### src/rtl/calc_pkg.sv
// Shared key codes, FSM encoding and helpers for the calculator front end.
// Optional debounce build: KEY_ENTRY_DEBOUNCE_EN.
package calc_pkg;

  localparam logic [4:0] KEY_PLUS  = 5'd16;
  localparam logic [4:0] KEY_MINUS = 5'd17;
  localparam logic [4:0] KEY_BACKS = 5'd18;
  localparam logic [4:0] KEY_ENTER = 5'd19;
  localparam logic [4:0] KEY_UP    = 5'd20;
  localparam logic [4:0] KEY_DOWN  = 5'd21;
  localparam logic [4:0] KEY_NOP   = 5'd22;

  localparam logic [1:0] ST_IDLE     = 2'd0;
  localparam logic [1:0] ST_EMIT     = 2'd1;
  localparam logic [1:0] ST_WAIT_REL = 2'd2;

  function automatic logic is_digit(input logic [4:0] code);
    return code < 5'd10;
  endfunction

  function automatic logic is_cmd(input logic [4:0] code);
    return (code == KEY_PLUS) || (code == KEY_MINUS) ||
           (code == KEY_ENTER) || (code == KEY_UP) ||
           (code == KEY_DOWN);
  endfunction

  function automatic logic clears_entry(input logic [4:0] code);
    return (code == KEY_PLUS) || (code == KEY_MINUS) ||
           (code == KEY_ENTER);
  endfunction

endpackage

### src/rtl/key_entry_debounce.sv
// Stability counter producing a debounced press pulse and release level.
// Only instantiated when KEY_ENTRY_DEBOUNCE_EN is defined.
module key_debounce
  #(parameter int CYCLES = 1000)
  (
    input  logic       clk,
    input  logic       rst,
    input  logic [4:0] i_key_val,
    input  logic       i_key_valid,
    output logic       o_press,
    output logic       o_released
  );

  localparam int CNTW = $clog2(CYCLES + 1);
  localparam logic [CNTW-1:0] C_LAST = CNTW'(CYCLES - 1);
  localparam logic [CNTW-1:0] C_SAT  = CNTW'(CYCLES);

  logic [4:0]      r_val;
  logic            r_valid;
  logic [CNTW-1:0] r_cnt;
  logic            w_chg;

  assign w_chg = (i_key_val != r_val) || (i_key_valid != r_valid);

  always_ff @(posedge clk) begin
    if (rst) begin
      r_val   <= '0;
      r_valid <= 1'b0;
      r_cnt   <= '0;
    end else begin
      r_val   <= i_key_val;
      r_valid <= i_key_valid;
      if (w_chg)
        r_cnt <= '0;
      else if (r_cnt != C_SAT)
        r_cnt <= r_cnt + 1'b1;
    end
  end

  // Press fires once as the count passes the threshold; saturation stops repeats
  assign o_press    = ~w_chg & i_key_valid & (r_cnt == C_LAST);
  assign o_released = ~w_chg & ~i_key_valid & (r_cnt >= C_LAST);

endmodule

### src/rtl/key_entry.sv
// Turns scanner key presses into BCD operand edits and command transactions.
// Optional debounce build: KEY_ENTRY_DEBOUNCE_EN.
module key_entry
  import calc_pkg::*;
  #(
    parameter int DIGITS          = 4,
    parameter int DEBOUNCE_CYCLES = 1000
  )
  (
    input  logic                         clk,
    input  logic                         rst,
    input  logic [4:0]                   key_val,
    input  logic                         key_valid,
    output logic [4*DIGITS-1:0]          entry,
    output logic [$clog2(DIGITS+1)-1:0]  digit_count,
    output logic                         overflow,
    output logic                         out_valid,
    input  logic                         out_ready,
    output logic [4:0]                   out_code,
    output logic [4*DIGITS-1:0]          out_operand,
    output logic [$clog2(DIGITS+1)-1:0]  out_digits
  );

  localparam int W  = 4 * DIGITS;
  localparam int CW = $clog2(DIGITS + 1);
  localparam logic [CW-1:0] C_MAX = CW'(DIGITS);

  logic         w_press;
  logic         w_released;
  logic [1:0]   r_state;
  logic [W-1:0] r_entry;
  logic [CW-1:0] r_count;
  logic         r_ovf;
  logic         r_valid;
  logic [4:0]   r_code;
  logic [W-1:0] r_op;
  logic [CW-1:0] r_odig;
  logic [W-1:0] w_shl;

`ifdef KEY_ENTRY_DEBOUNCE_EN
  key_debounce #(.CYCLES(DEBOUNCE_CYCLES)) u_deb (
    .clk         (clk),
    .rst         (rst),
    .i_key_val   (key_val),
    .i_key_valid (key_valid),
    .o_press     (w_press),
    .o_released  (w_released)
  );
`else
  logic r_key_prev;

  always_ff @(posedge clk) begin
    if (rst) r_key_prev <= 1'b0;
    else     r_key_prev <= key_valid;
  end

  assign w_press    = key_valid & ~r_key_prev;
  assign w_released = ~key_valid;
`endif

  assign w_shl = (r_entry << 4) | W'(key_val[3:0]);

  always_ff @(posedge clk) begin
    if (rst) begin
      r_state <= ST_IDLE;
      r_entry <= '0;
      r_count <= '0;
      r_ovf   <= 1'b0;
      r_valid <= 1'b0;
      r_code  <= KEY_NOP;
      r_op    <= '0;
      r_odig  <= '0;
    end else begin
      r_ovf <= 1'b0;
      case (r_state)
        ST_IDLE: begin
          if (w_press) begin
            r_state <= ST_WAIT_REL;
            if (is_digit(key_val)) begin
              if (r_count < C_MAX) begin
                r_entry <= w_shl;
                r_count <= r_count + 1'b1;
              end else begin
                r_ovf <= 1'b1;
              end
            end else if (key_val == KEY_BACKS) begin
              if (r_count != '0) begin
                r_entry <= r_entry >> 4;
                r_count <= r_count - 1'b1;
              end
            end else if (is_cmd(key_val)) begin
              r_code  <= key_val;
              r_op    <= r_entry;
              r_odig  <= r_count;
              r_valid <= 1'b1;
              r_state <= ST_EMIT;
            end
          end
        end
        ST_EMIT: begin
          if (out_ready) begin
            r_valid <= 1'b0;
            if (clears_entry(r_code)) begin
              r_entry <= '0;
              r_count <= '0;
            end
            r_state <= w_released ? ST_IDLE : ST_WAIT_REL;
          end
        end
        ST_WAIT_REL: begin
          if (w_released) r_state <= ST_IDLE;
        end
        default: r_state <= ST_IDLE;
      endcase
    end
  end

  assign entry       = r_entry;
  assign digit_count = r_count;
  assign overflow    = r_ovf;
  assign out_valid   = r_valid;
  assign out_code    = r_code;
  assign out_operand = r_op;
  assign out_digits  = r_odig;

endmodule

### config.mk
export PLATFORM = sky130hd
export DESIGN_NAME = key_entry
export DESIGN_NICKNAME = d
export VERILOG_FILES = /design/src/rtl/calc_pkg.sv /design/src/rtl/key_entry_debounce.sv /design/src/rtl/key_entry.sv
export SDC_FILE = /design/constraint.sdc
export NUM_CORES = 1
export LEC_CHECK = 0
export ABC_AREA = 1
export CORE_MARGIN = 8
export CORE_UTILIZATION = 49
export DETAILED_ROUTE_END_ITERATION = 12
export MAX_ROUTING_LAYER = met4
export PLACE_DENSITY = 0.79
export RECOVER_POWER = 50
export SYNTH_ARGS = -nofsm -noshare
export SYNTH_HDL_FRONTEND = slang
export SYNTH_SLANG_ARGS = --single-unit
### constraint.sdc
create_clock -name clk -period 2.4 [get_ports clk]
set_input_delay 0.48 -clock clk [delete_from_list [all_inputs] [get_ports clk]]
set_output_delay 0.48 -clock clk [all_outputs]
set_load 0.02 [all_outputs]
==> metrics, run 1 <==
cts hold-fix bufs 0; Layout area overhead 30.4%; fmax 482 MHz; RD Place Congestion 0.904; ys flop type dfxtp_1; CTS buffer count 5; Seq cells post-synth 48; Pint 0.00139 W; post-synthesis compound-gate area fraction 0.108; Crit. End Element flip-flop; DIE AREA 6910 sq um; post-synthesis cell area 2210 sq um; # setup viols final 0; Arrival @ worst endpoint 2.32 ns; DRT Wirelength 5510 microns; worst vdd rail ir drop 478 uV; Synth area leaders dfxtp_1 (44%), nor2_1 (13%), nand2_1 (10%), a21oi_1 (6.1%), inv_1 (5.8%); Vias/cell 4.98; post-synthesis xor/xnor area fraction 0; Post-CTS Resized 0; combinational family with the most area after synthesis simple AND/OR/NAND/NOR gates; starting density of the core 0.507; synth unique cells 25; total global-route track usage 0.165; antenna violations before repair 0; number of synthesized flops with an enable pin 0; proportion of power drawn by combinational gates 0.249; power per cell area 698 nW/um^2; worst-case clock buffer depth 2; Post-synth ARST share 0; Rel. slew slack 0.448; area of the multi-input gates 1010 sq um; Critical Setup Path Class input port to flip-flop; minimum clock period 2.08 ns; flip-flop and latch area 961 sq um; final hold slack between 0.4 and 0.5 ns; antenna cells 0; Worst-path clk slew 0.09 ns; first-pass GRT wire length 9500 microns; RSZ-0062 raised after global routing false; Post-Place Cells roughly 420; Setup Skew 0.00461 ns; Die H 83.1 microns; vias in the first global route 2014; Ports between 50 and 60; setup bufs post-CTS 0; drt drc 0; outcome finished, final reports clean; drt first pass iters 4; CP Data Required Time ~2.6 ns; startpoint types input port; CP max FO 4; largest net degree at the start of global routing 49; Wirelength per Cell 12.8 microns; ANT nets after route 0; initial DRC count 165; slew at the pin closest to its max-slew limit 0.828 ns; sequential power share 0.446; post-synthesis net count 339; synthesized area per cell 6.73 sq um; Final Cycle Share 0.865; global route overflow 0; most instantiated cells after synthesis nor2_1 (77), nand2_1 (59), dfxtp_1 (48), inv_1 (34), a21oi_1 (27); post-synthesis simple-gate area fraction 0.337; Detail Placement HPWL 4080 microns; Yosys warning total 0; count leader, synth nor2_1; Final Total Pwr around 0.002 W; Mapped Cells 328; Seq/Total Area, Yosys 0.435; layout cells sized above 1 0.0741; port bufs 53; area leader, netlist dfxtp_1; leakage power 1.35 nW; fin util 0.661; Worst Hold Class flip-flop to flip-flop; TritonCTS clock tree yes; worst skew pair latency 0.30 ns; post-synthesis mux area share 0; top-area cell type share of the netlist area 0.435; Max-cap violations 0; fin nets between 300 and 400; Sw Ratio 0.309; Final Non-Filler Cells 430; H-tree depth 2; core box area 4350 sq um; fillers between 300 and 400; root buffer cell clkbuf_8; Clock Power Share 0.306; Final Max Slew Viols 0; clock sinks 48; chip width 83.1 microns; Post-Synth Adder-Cell Area 0.0147; setup_tns 0 ns; num rows 24; vias 2142; Final Hold Fails 0; switching power total 0.000621 W
==> routing by layer <==
| layer | track usage | routed length, microns | vias up |
|---|---|---|---|
| met5 | - | 0 | - |
| met4 | 0.0463 | 57 | 0 |
| met3 | 0.0566 | 413 | 4 |
| met2 | 0.260 | 2550 | 66 |
| met1 | 0.194 | 2490 | 953 |
| li1 | - | - | 1119 |
==> critical path, stage by stage <==
cell           delay, ns
dlygate4sd3_1       0.57
o21ai_1             0.13
nand2_1             0.07
inv_1               0.12
fa_1                0.41
or2_2               0.30
nand3_1             0.09
nand2_1             0.05
nor2_1              0.09
==> cell type report <==
class,instances,area share
multi-input combinational,226,0.353
clock buffer,6,0.0287
sequential,48,0.334
tap,52,0.0226
timing repair buffer,60,0.201
inverter,36,0.0474
clock inverter,2,0.0135
==> through the flow <==
step | instance area, sq um | setup WS [ns]
after global placement | 2760 | 0.135
after global routing | 2880 | 0.175
final | 2880 | 0.323
after detailed placement | 2760 | 0.101
after floorplan | 2210 | 0.395
after CTS | 2880 | 0.413
==> cells in the final DEF, fill, tap and decap left out <==
cell type	synthesis	layout
a21oi_1	27	27
a31oi_1	2	2
buf_4	2	6
bufinv_16	0	1
clkbuf_1	5	1
clkbuf_8	0	6
clkdlybuf4s50_1	0	16
clkinv_2	1	1
clkinv_4	0	1
dfxtp_1	48	48
dlygate4sd3_1	0	37
fa_1	1	1
ha_1	1	1
inv_1	34	34
inv_2	1	1
nand2_1	59	59
nand2_2	6	6
nand3_1	25	25
nand3b_1	1	1
nand4_1	1	1
nor2_1	77	77
nor2_2	3	3
nor2_4	1	1
nor3_1	3	3
o211ai_1	2	2
o21ai_0	14	14
o21ai_1	1	1
or2_2	2	2
==> flip-flops by register name (all words and copies together), names as in the netlist <==
name / cells
out_operand: 16
r_key_prev: 1
r_state: 2
entry: 16
out_digits: 3
digit_count: 3
out_code: 5
overflow: 1
out_valid: 1
==> final timing paths <==
kind | to | cells after the start | start | slack [ns]
setup reg to reg | digit_count[0] | 7 | r_state[1] | 0.78
hold reg to reg | out_operand[1] | 2 | out_operand[1] | 0.44
hold / removal | out_operand[1] | 2 | out_operand[1] | 0.44
setup / recovery | digit_count[1] | 9 | key_val[2] | 0.32
==> cells by family after synthesis <==
logic type | count (synthesis)
and+or+nand+nor | 178
buffers and inverters | 54
DFF | 48
AOI/OAI and AO/OA | 46
adders and majority gates | 2
==> power by group through the flow <==
stage / Sequential (W) / Combinational (W) / Clock (W)
CTS: 0.000896 / 0.000513 / 0.000623
finish: 0.000895 / 0.000499 / 0.000614
global placement: 0.000913 / 0.000501 / 0
global route: 0.000904 / 0.000552 / 0.000666
detailed placement: 0.000914 / 0.000510 / 0
floorplan: 0.000966 / 0.000276 / 0
No activity file was read; power rests on OpenSTA's default activity.
==> run 2: changes to the inputs <==
--- a/config.mk
+++ b/config.mk
@@ -13,4 +13,5 @@
 export PLACE_DENSITY = 0.79
 export RECOVER_POWER = 50
+export REMOVE_ABC_BUFFERS = 1
 export SYNTH_ARGS = -nofsm -noshare
 export SYNTH_HDL_FRONTEND = slang
==> constraint.sdc (replaced) <==
create_clock -name clk -period 2.4 [get_ports clk]
set_input_delay 0.48 -clock clk [delete_from_list [all_inputs] [get_ports clk]]
set_output_delay 0.48 -clock clk [all_outputs]
set_load 0.01 [all_outputs]
==> run 2 against run 1 <==
Critical path depth is 2 higher. Via count increased by 0.84%. Sequential power barely moved. First-iteration DRC count decreased by 13%. Critical endpoint is now entry[5]. Highest routed layer unchanged.
==> metrics, run 2 (synthesis results as in run 1) <==
outcome finished, final reports clean; slew at the pin closest to its max-slew limit 0.856 ns (+0.0286 ns); Final Max Slew Viols 0 (unchanged); Crit. End Element flip-flop; drt drc 0 (unchanged); Detail Placement HPWL 4050 microns (-0.66%); first-pass GRT wire length 9600 microns (+1.1%); CP Data Required Time 2.63 ns (about the same); startpoint types input port; cts hold-fix bufs 0 (unchanged); chip width 83.1 microns (unchanged); Critical Setup Path Class input port to flip-flop; final hold slack 0.444 ns (+0.00179 ns); Wirelength per Cell 13.2 microns (+2.9%); fillers 403 (+6.6%); Sw Ratio 0.323 (+0.0136); DRT Wirelength 5690 microns (+3.3%); clock sinks 48 (unchanged); vias in the first global route 2047 (+1.6%); Worst Hold Class flip-flop to flip-flop; power per cell area 648 nW/um^2 (-7.2%); port bufs 53 (unchanged); Layout area overhead 29.3%; starting density of the core 0.507 (unchanged); root buffer cell clkbuf_8; setup_tns 0 ns (unchanged); num rows 24 (unchanged); Final Hold Fails 0 (unchanged); TritonCTS clock tree yes; Worst Hold End out_digits[2]; Vias/cell 5.00 (+0.37%); ANT nets after route 0 (unchanged); layout cells sized above 1 0.0789 (+0.00487); RSZ-0062 raised after global routing false; R2R cell count 9 (+2); drt first pass iters 4 (unchanged); H-tree depth 2 (unchanged); core box area 4350 sq um (unchanged); vias 2160 (+0.84%); total global-route track usage 0.166 (+0.000973); Arrival @ worst endpoint 2.28 ns (-0.04 ns); setup bufs post-CTS 0 (unchanged); Setup Skew 0.00563 ns (+0.00102 ns); fin nets 390 (+0.52%); r2r setup slk 0.61 ns (-0.17 ns); commonest non-fill, non-tap cell in the layout nor2_1; sequential power share 0.485 (+0.039); Clock Power Share 0.262 (-0.044); fmax 489 MHz (+1.4%); Worst-path clk slew 0.09 ns (about the same); worst skew pair latency 0.30 ns (about the same); Ports 54 (unchanged); CTS buffer count 5 (unchanged); initial DRC count 143 (-13%); Max-cap violations 0 (unchanged); antenna cells 0 (unchanged); RD Place Congestion 0.851 (-5.9%); Worst R2R End entry[5]; Post-CTS Resized 0 (unchanged); commonest cells after routing, fill and taps aside nor2_1 (77), nand2_1 (59), dfxtp_1 (48), dlygate4sd3_1 (40), inv_1 (34); worst-case clock buffer depth 2 (unchanged); minimum clock period 2.05 ns (-0.0296 ns); Rel. slew slack 0.429 (-0.0191); # setup viols final 0 (unchanged); fin util 0.655 (-0.00546); R2R Path Start r_state[1]; worst vdd rail ir drop 350 uV (-27%); Final Cycle Share 0.853 (-0.0123); Die H 83.1 microns (unchanged); switching power total 0.000597 W (-3.9%); global route overflow 0 (unchanged); antenna violations before repair 0 (unchanged); post-layout instance area 2850 sq um (-0.83%); largest net degree at the start of global routing 32 (-35%); proportion of power drawn by combinational gates 0.254 (+0.005); Pint 0.00125 W (-9.7%); CP max FO 19 (+15); dpl cell area 2780 sq um (+0.54%); DIE AREA 6910 sq um (unchanged); hold wc startpoint out_digits[2]; hold path depth 2 (unchanged); leakage power 1.36 nW (+0.44%)
-- run 2: cell types whose count changed in the layout (fill, tap and decap cells not counted) --
cell,delta
clkbuf_8,-1
clkinv_2,+2
clkbuf_2,+2
clkdlybuf4s50_1,-3
bufinv_16,-1
dlygate4sd3_1,+3
-- run 2: how the worst max path moves through the flow --
stage,depth (start not counted),endpoint,slack [ns],startpoint
final,11,entry[5],0.35,key_val[2]
after floorplan,6,out_code[0],0.06,key_val[2]
after global placement,9,digit_count[1],0.14,key_val[1]
after detailed placement,9,digit_count[1],0.06,key_val[2]
after CTS,10,entry[8],0.36,key_val[4]
after global routing,11,entry[5],0.20,key_val[1]
-- run 2: critical path: stages --
cell	delay [ns]
clkdlybuf4s50_1	0.45
o21ai_1	0.13
nand2_1	0.08
buf_4	0.20
nand2_1	0.07
nor2_1	0.06
nor2_4	0.26
nand2_2	0.22
nand2_1	0.11
nand2_1	0.05
nor2_1	0.15
-- run 2: routing by layer --
layer / track usage / vias up / part of all wire
met2: 0.270 / 61 / 0.48
met5: - / - / 0
li1: - / 1122 / -
met1: 0.193 / 971 / 0.44
met4: 0.0495 / 0 / 0.011
met3: 0.0479 / 6 / 0.070
-- run 2: through the flow --
| step | setup WS (ns) | instances | power [W] |
|---|---|---|---|
| 2_1_floorplan | 0.0647 | 310 | 0.00118 |
| 3_3_place_gp | 0.142 | 424 | 0.00138 |
| 3_5_place_dp | 0.0553 | 424 | 0.00139 |
| 4_1_cts | 0.356 | 432 | 0.00187 |
| 5_1_grt | 0.196 | 432 | 0.00195 |
| 6_report | 0.353 | 432 | 0.00185 |
-- run 2: area by class of cell --
type | count | area [sq um] | area share
multi-input combinational | 226 | 1010 | 0.356
clock buffer | 5 | 68.8 | 0.0241
tap | 52 | 65.1 | 0.0228
inverter | 36 | 136 | 0.0478
clock inverter | 3 | 18.8 | 0.00658
sequential | 48 | 961 | 0.337
timing repair buffer | 62 | 589 | 0.206
-- run 2: power groups by stage --
stage	Clock [W]	Combinational (W)	Sequential [W]
finish	0.000484	0.000469	0.000896
global route	0.000526	0.000525	0.000904
CTS	0.000489	0.000484	0.000897
detailed placement	0	0.000479	0.000915
global placement	0	0.000466	0.000915
floorplan	0	0.000252	0.000928
==> run 3: changes to the inputs <==
PLACE_DENSITY = 0.85   (was 0.79)
==> run 3 against run 2 <==
Routed wire length decreased by 1.4%. Clock skew increased by 0.0010 ns. Fmax decreased by 2.4%. Flip-flop and latch count is the same. Die area is the same. Highest routed layer unchanged.
==> metrics, run 3 (synthesis results as in run 1) <==
outcome finished, final reports clean; setup_tns 0 ns (unchanged); first-pass GRT wire length 9540 microns (-0.65%); Ports 54 (unchanged); Detail Placement HPWL 3960 microns (-2.2%); commonest non-fill, non-tap cell in the layout nor2_1; port bufs 53 (unchanged); H-tree depth 2 (unchanged); R2R cell count 7 (-2); antenna violations before repair 0 (unchanged); critical-path cell list dlygate4sd3_1 -> o21ai_1 -> nand2_1 -> buf_4 -> nand3_1 -> nand3_1 -> nor2_2 -> nor2_1 -> nor2_1; total global-route track usage 0.165 (-0.000835); core box area 4350 sq um (unchanged); ANT nets after route 0 (unchanged); CP top delay family simple AND/OR/NAND/NOR gates; initial DRC count 161 (+13%); worst skew pair latency 0.30 ns (about the same); Final Max Slew Viols 0 (unchanged); global route overflow 0 (unchanged); setup bufs post-CTS 0 (unchanged); RSZ-0062 raised after global routing false; CP max FO 19 (unchanged); minimum clock period 2.10 ns (+0.0495 ns); pre-CTS setup slack 0.0912 ns (+0.0359 ns); Worst Hold Class flip-flop to flip-flop; Critical Setup Path Class input port to flip-flop; DIE AREA 6910 sq um (unchanged); TritonCTS clock tree yes; Critical path destination entry[13]; vias in the first global route 2037 (-0.49%); Final Hold Fails 0 (unchanged); fmax 477 MHz (-2.4%); Wirelength per Cell 13.0 microns (-1.2%); Worst R2R End entry[13]; Rel. slew slack 0.529 (+0.0999); vias 2153 (-0.32%); worst-case clock buffer depth 2 (unchanged); commonest cells after routing, fill and taps aside nor2_1 (77), nand2_1 (59), dfxtp_1 (48), dlygate4sd3_1 (41), inv_1 (34); RD Place Congestion 0.856 (+0.65%); crit path max-delay cell type dlygate4sd3_1; Arrival @ worst endpoint 2.33 ns (+0.05 ns); Worst path max stage delay 0.57 ns (+0.12 ns); clock sinks 48 (unchanged); cts hold-fix bufs 0 (unchanged); # setup viols final 0 (unchanged); DRT Wirelength 5610 microns (-1.4%); final worst-path setup slack 0.304 ns (-0.0495 ns); slew at the pin closest to its max-slew limit 0.707 ns (-0.150 ns); largest net degree at the start of global routing 49 (+53%); drt first pass iters 4 (unchanged); Crit. End Element flip-flop; chip width 83.1 microns (unchanged); post-layout instance area 2880 sq um (+1.1%); startpoint types input port; antenna cells 0 (unchanged); Post-Place Cells 423 (-0.24%); starting density of the core 0.507 (unchanged); Vias/cell 5.00 (about the same); Worst-path clk slew 0.08 ns (about the same); worst vdd rail ir drop 338 uV (-3.4%); Final Non-Filler Cells 431 (-0.23%); leakage power 1.37 nW (+0.82%); Post-CTS Resized 0 (unchanged); num rows 24 (unchanged); Buf/Inv on CP 2 (unchanged); cell depth of the worst setup path 9 (-2); root buffer cell clkbuf_8; CTS buffer count 5 (unchanged); Worst Setup SP key_val[2]; power per cell area 671 nW/um^2 (+3.5%); R2R Path Start r_state[1]; Max-cap violations 0 (unchanged); CP Data Required Time 2.64 ns (about the same); Final Cycle Share 0.874 (+0.0206); r2r setup slk 0.77 ns (+0.16 ns); Setup Skew 0.00666 ns (+0.00103 ns); layout cells sized above 1 0.0739 (-0.00507); Die H 83.1 microns (unchanged); drt drc 0 (unchanged); Layout area overhead 30.7%; fin util 0.662 (+0.00690); fin nets 389 (-0.26%); dpl cell area 2780 sq um (+0.18%)
[run 3: cell types whose count changed in the layout (fill, tap and decap cells not counted)]
cell and change:
bufinv_16 +1, buf_12 +1, clkbuf_2 -2, clkbuf_1 +1, clkinv_4 -1, dlygate4sd3_1 +1, clkdlybuf4s50_1 -1, clkinv_2 -1
[run 3: layout make-up]
class,instances,area [sq um]
multi-input cells,226,1010
inverters,36,136
clock inverters,2,35.0
repair buffers,61,599
flip-flops and latches,48,961
well taps,52,65.1
fillers,379,1470
clock buffers,6,72.6
[run 3: power breakdown]
group,switching [W],internal (W)
clock,0.000268,0.000309
combinational,0.000266,0.000196
sequential,0.0000456,0.000849
total,0.000579,0.00135
[run 3: per-stage QoR]
| step | hold slack [ns] | power [W] |
|---|---|---|
| 6_report | 0.441 | 0.00193 |
| 4_1_cts | 0.448 | 0.00196 |
| 5_1_grt | 0.476 | 0.00204 |
| 2_1_floorplan | 0.470 | 0.00118 |
| 3_5_place_dp | 0.436 | 0.00139 |
| 3_3_place_gp | 0.431 | 0.00138 |
[run 3: how the worst min path moves through the flow]
stage               slack, ns      startpoint             end  cells after the start
floorplan                0.47   out_digits[2]   out_digits[2]                      2
global placement         0.43   out_digits[2]   out_digits[2]                      2
detailed placement       0.44  out_operand[8]  out_operand[8]                      2
CTS                      0.45  out_operand[8]  out_operand[8]                      2
global route             0.48   out_digits[2]   out_digits[2]                      2
finish                   0.44  out_operand[8]  out_operand[8]                      2
[run 3: metal layers]
| metal | vias up | global-route usage | routed length [microns] |
|---|---|---|---|
| li1 | 1117 | - | - |
| met1 | 947 | 0.189 | 2400 |
| met2 | 77 | 0.269 | 2730 |
| met3 | 12 | 0.0498 | 388 |
| met4 | 0 | 0.0543 | 99 |
| met5 | - | - | 0 |
[run 3: tightest hold or removal path, stage by stage, from the launching register on]
cell and delay (ns):
dfxtp_1 0.31, inv_1 0.04, a21oi_1 0.04
==> patch (settings of run 1) <==
Reset style: asynchronous (`rst`), changed in 2 clocked blocks.
--- a/src/rtl/key_entry.sv
+++ b/src/rtl/key_entry.sv
@@ -50,5 +50,5 @@
   logic r_key_prev;
 
-  always_ff @(posedge clk) begin
+  always_ff @(posedge clk or posedge rst) begin
     if (rst) r_key_prev <= 1'b0;
     else     r_key_prev <= key_valid;
@@ -61,5 +61,5 @@
   assign w_shl = (r_entry << 4) | W'(key_val[3:0]);
 
-  always_ff @(posedge clk) begin
+  always_ff @(posedge clk or posedge rst) begin
     if (rst) begin
       r_state <= ST_IDLE;
Behaviour: differs if rst is asserted again (counterexample within 4 cycles, from zero or initial values and one cycle with rst high); with rst held inactive, the same outputs for 4 cycles.
==> patch against run 1 <==
- synthesized area grew 9.2%
- sequential share of layout area rose by 5.5 points
- routed wire length up 11%
- final area grew 7.6%
- die area increased by 7.4%
- sequential cell count is the same
- critical endpoint is now entry[4]
- global-route usage rose by 0.97 points
- worst setup slack worse by 0.058 ns
- clock skew grew 0.0029 ns
- fmax down 2.7%
Power is not compared: it rests on default switching activity, and its combinational part moved more than twofold at a synthesized area within 25%.
==> patch: results (changes against run 1) <==
Routed vias/inst: 5.07 (+1.7%)
RR Startpoint: r_state[0]
Hold_sp: out_code[4]
Largest net degree at the start of global routing: 42 (-14%)
Commonest cells in the netlist: nand2_1 (97), dfrtp_1 (45), nor2_1 (33), inv_1 (32), nand3_1 (30)
Tot Pwr: 3.97 mW
WHS Endpoint: out_code[4]
Syn Nets: 309 (-8.8%)
Fraction of registers with async set/reset: 1.00 (+1.00)
Clk root buf: clkbuf_8
Place WS: 0.0445 ns (-0.0568 ns)
Placer congestion estimate: 0.846 (-6.4%)
Inst Count DP: 413 (-2.1%)
Critical path fanouts, max: 19 (+15)
Outcome: completed
Reg2Reg Capture Point: entry[14]
Initial DRC Count: 255 (+55%)
Part of the Yosys area used for sequential elements: 0.500 (+0.0644)
Ys flop type: dfrtp_1
Final hold slack: 0.479 ns (+0.0376 ns)
Total track usage: 0.175 (+0.00969)
Family with the most delay on the worst path: simple AND/OR/NAND/NOR gates
Vias: 2133 (-0.42%)
Synth area leaders: dfrtp_1 (47%), nand2_1 (15%), nand3_1 (6.2%), nor2_1 (5.1%), inv_1 (5.0%)
Tightest Pin Transition: 0.897 ns (+0.0686 ns)
CP max stage delay: 0.64 ns (+0.07 ns)
Clk_skew: 0.00753 ns (+0.00292 ns)
Fin crit period: 2.13 ns (+0.0582 ns)
Post-Syn Instances: 298 (-9.1%)
CTS Buffer Depth: 2 (unchanged)
Final wirelength: 6.12 mm (+11%)
Placement Cell Area: 0.00300 mm2 (+8.8%)
R2R cell count: 8 (+1)
Global-route wire length before repair: 9.92 mm (+4.4%)
## patch: cell type report
type                            count  area, um2
Clock buffer                        6       72.6
Clock inverter                      2       35.0
Fill cell                         388       1630
Inverter                           35        133
Multi-Input combinational cell    203        973
Sequential cell                    48       1200
Tap cell                           67       83.8
Timing Repair Buffer               60        593
## patch: worst max-delay path by stage
stage	end	start
global route	entry[2]	key_val[2]
floorplan	digit_count[0]	key_val[2]
global placement	entry[12]	key_val[3]
CTS	entry[4]	key_val[3]
detailed placement	entry[4]	key_val[2]
finish	entry[4]	key_val[2]
## patch: metal layers
metal / wire (um) / vias to the layer above / global-route usage
li1: - / 1033 / -
met1: 2550 / 997 / 0.205
met2: 3000 / 84 / 0.286
met3: 399 / 19 / 0.0325
met4: 176 / 0 / 0.0764
met5: 0 / - / -
## patch: logic make-up after synthesis
| kind of cell | share of synthesized area |
|---|---|
| and+or+nand+nor | 0.322 |
| DFF | 0.500 |
| buffers and inverters | 0.0965 |
| AOI/OAI and AO/OA | 0.0685 |
| adders and majority gates | 0.0135 |
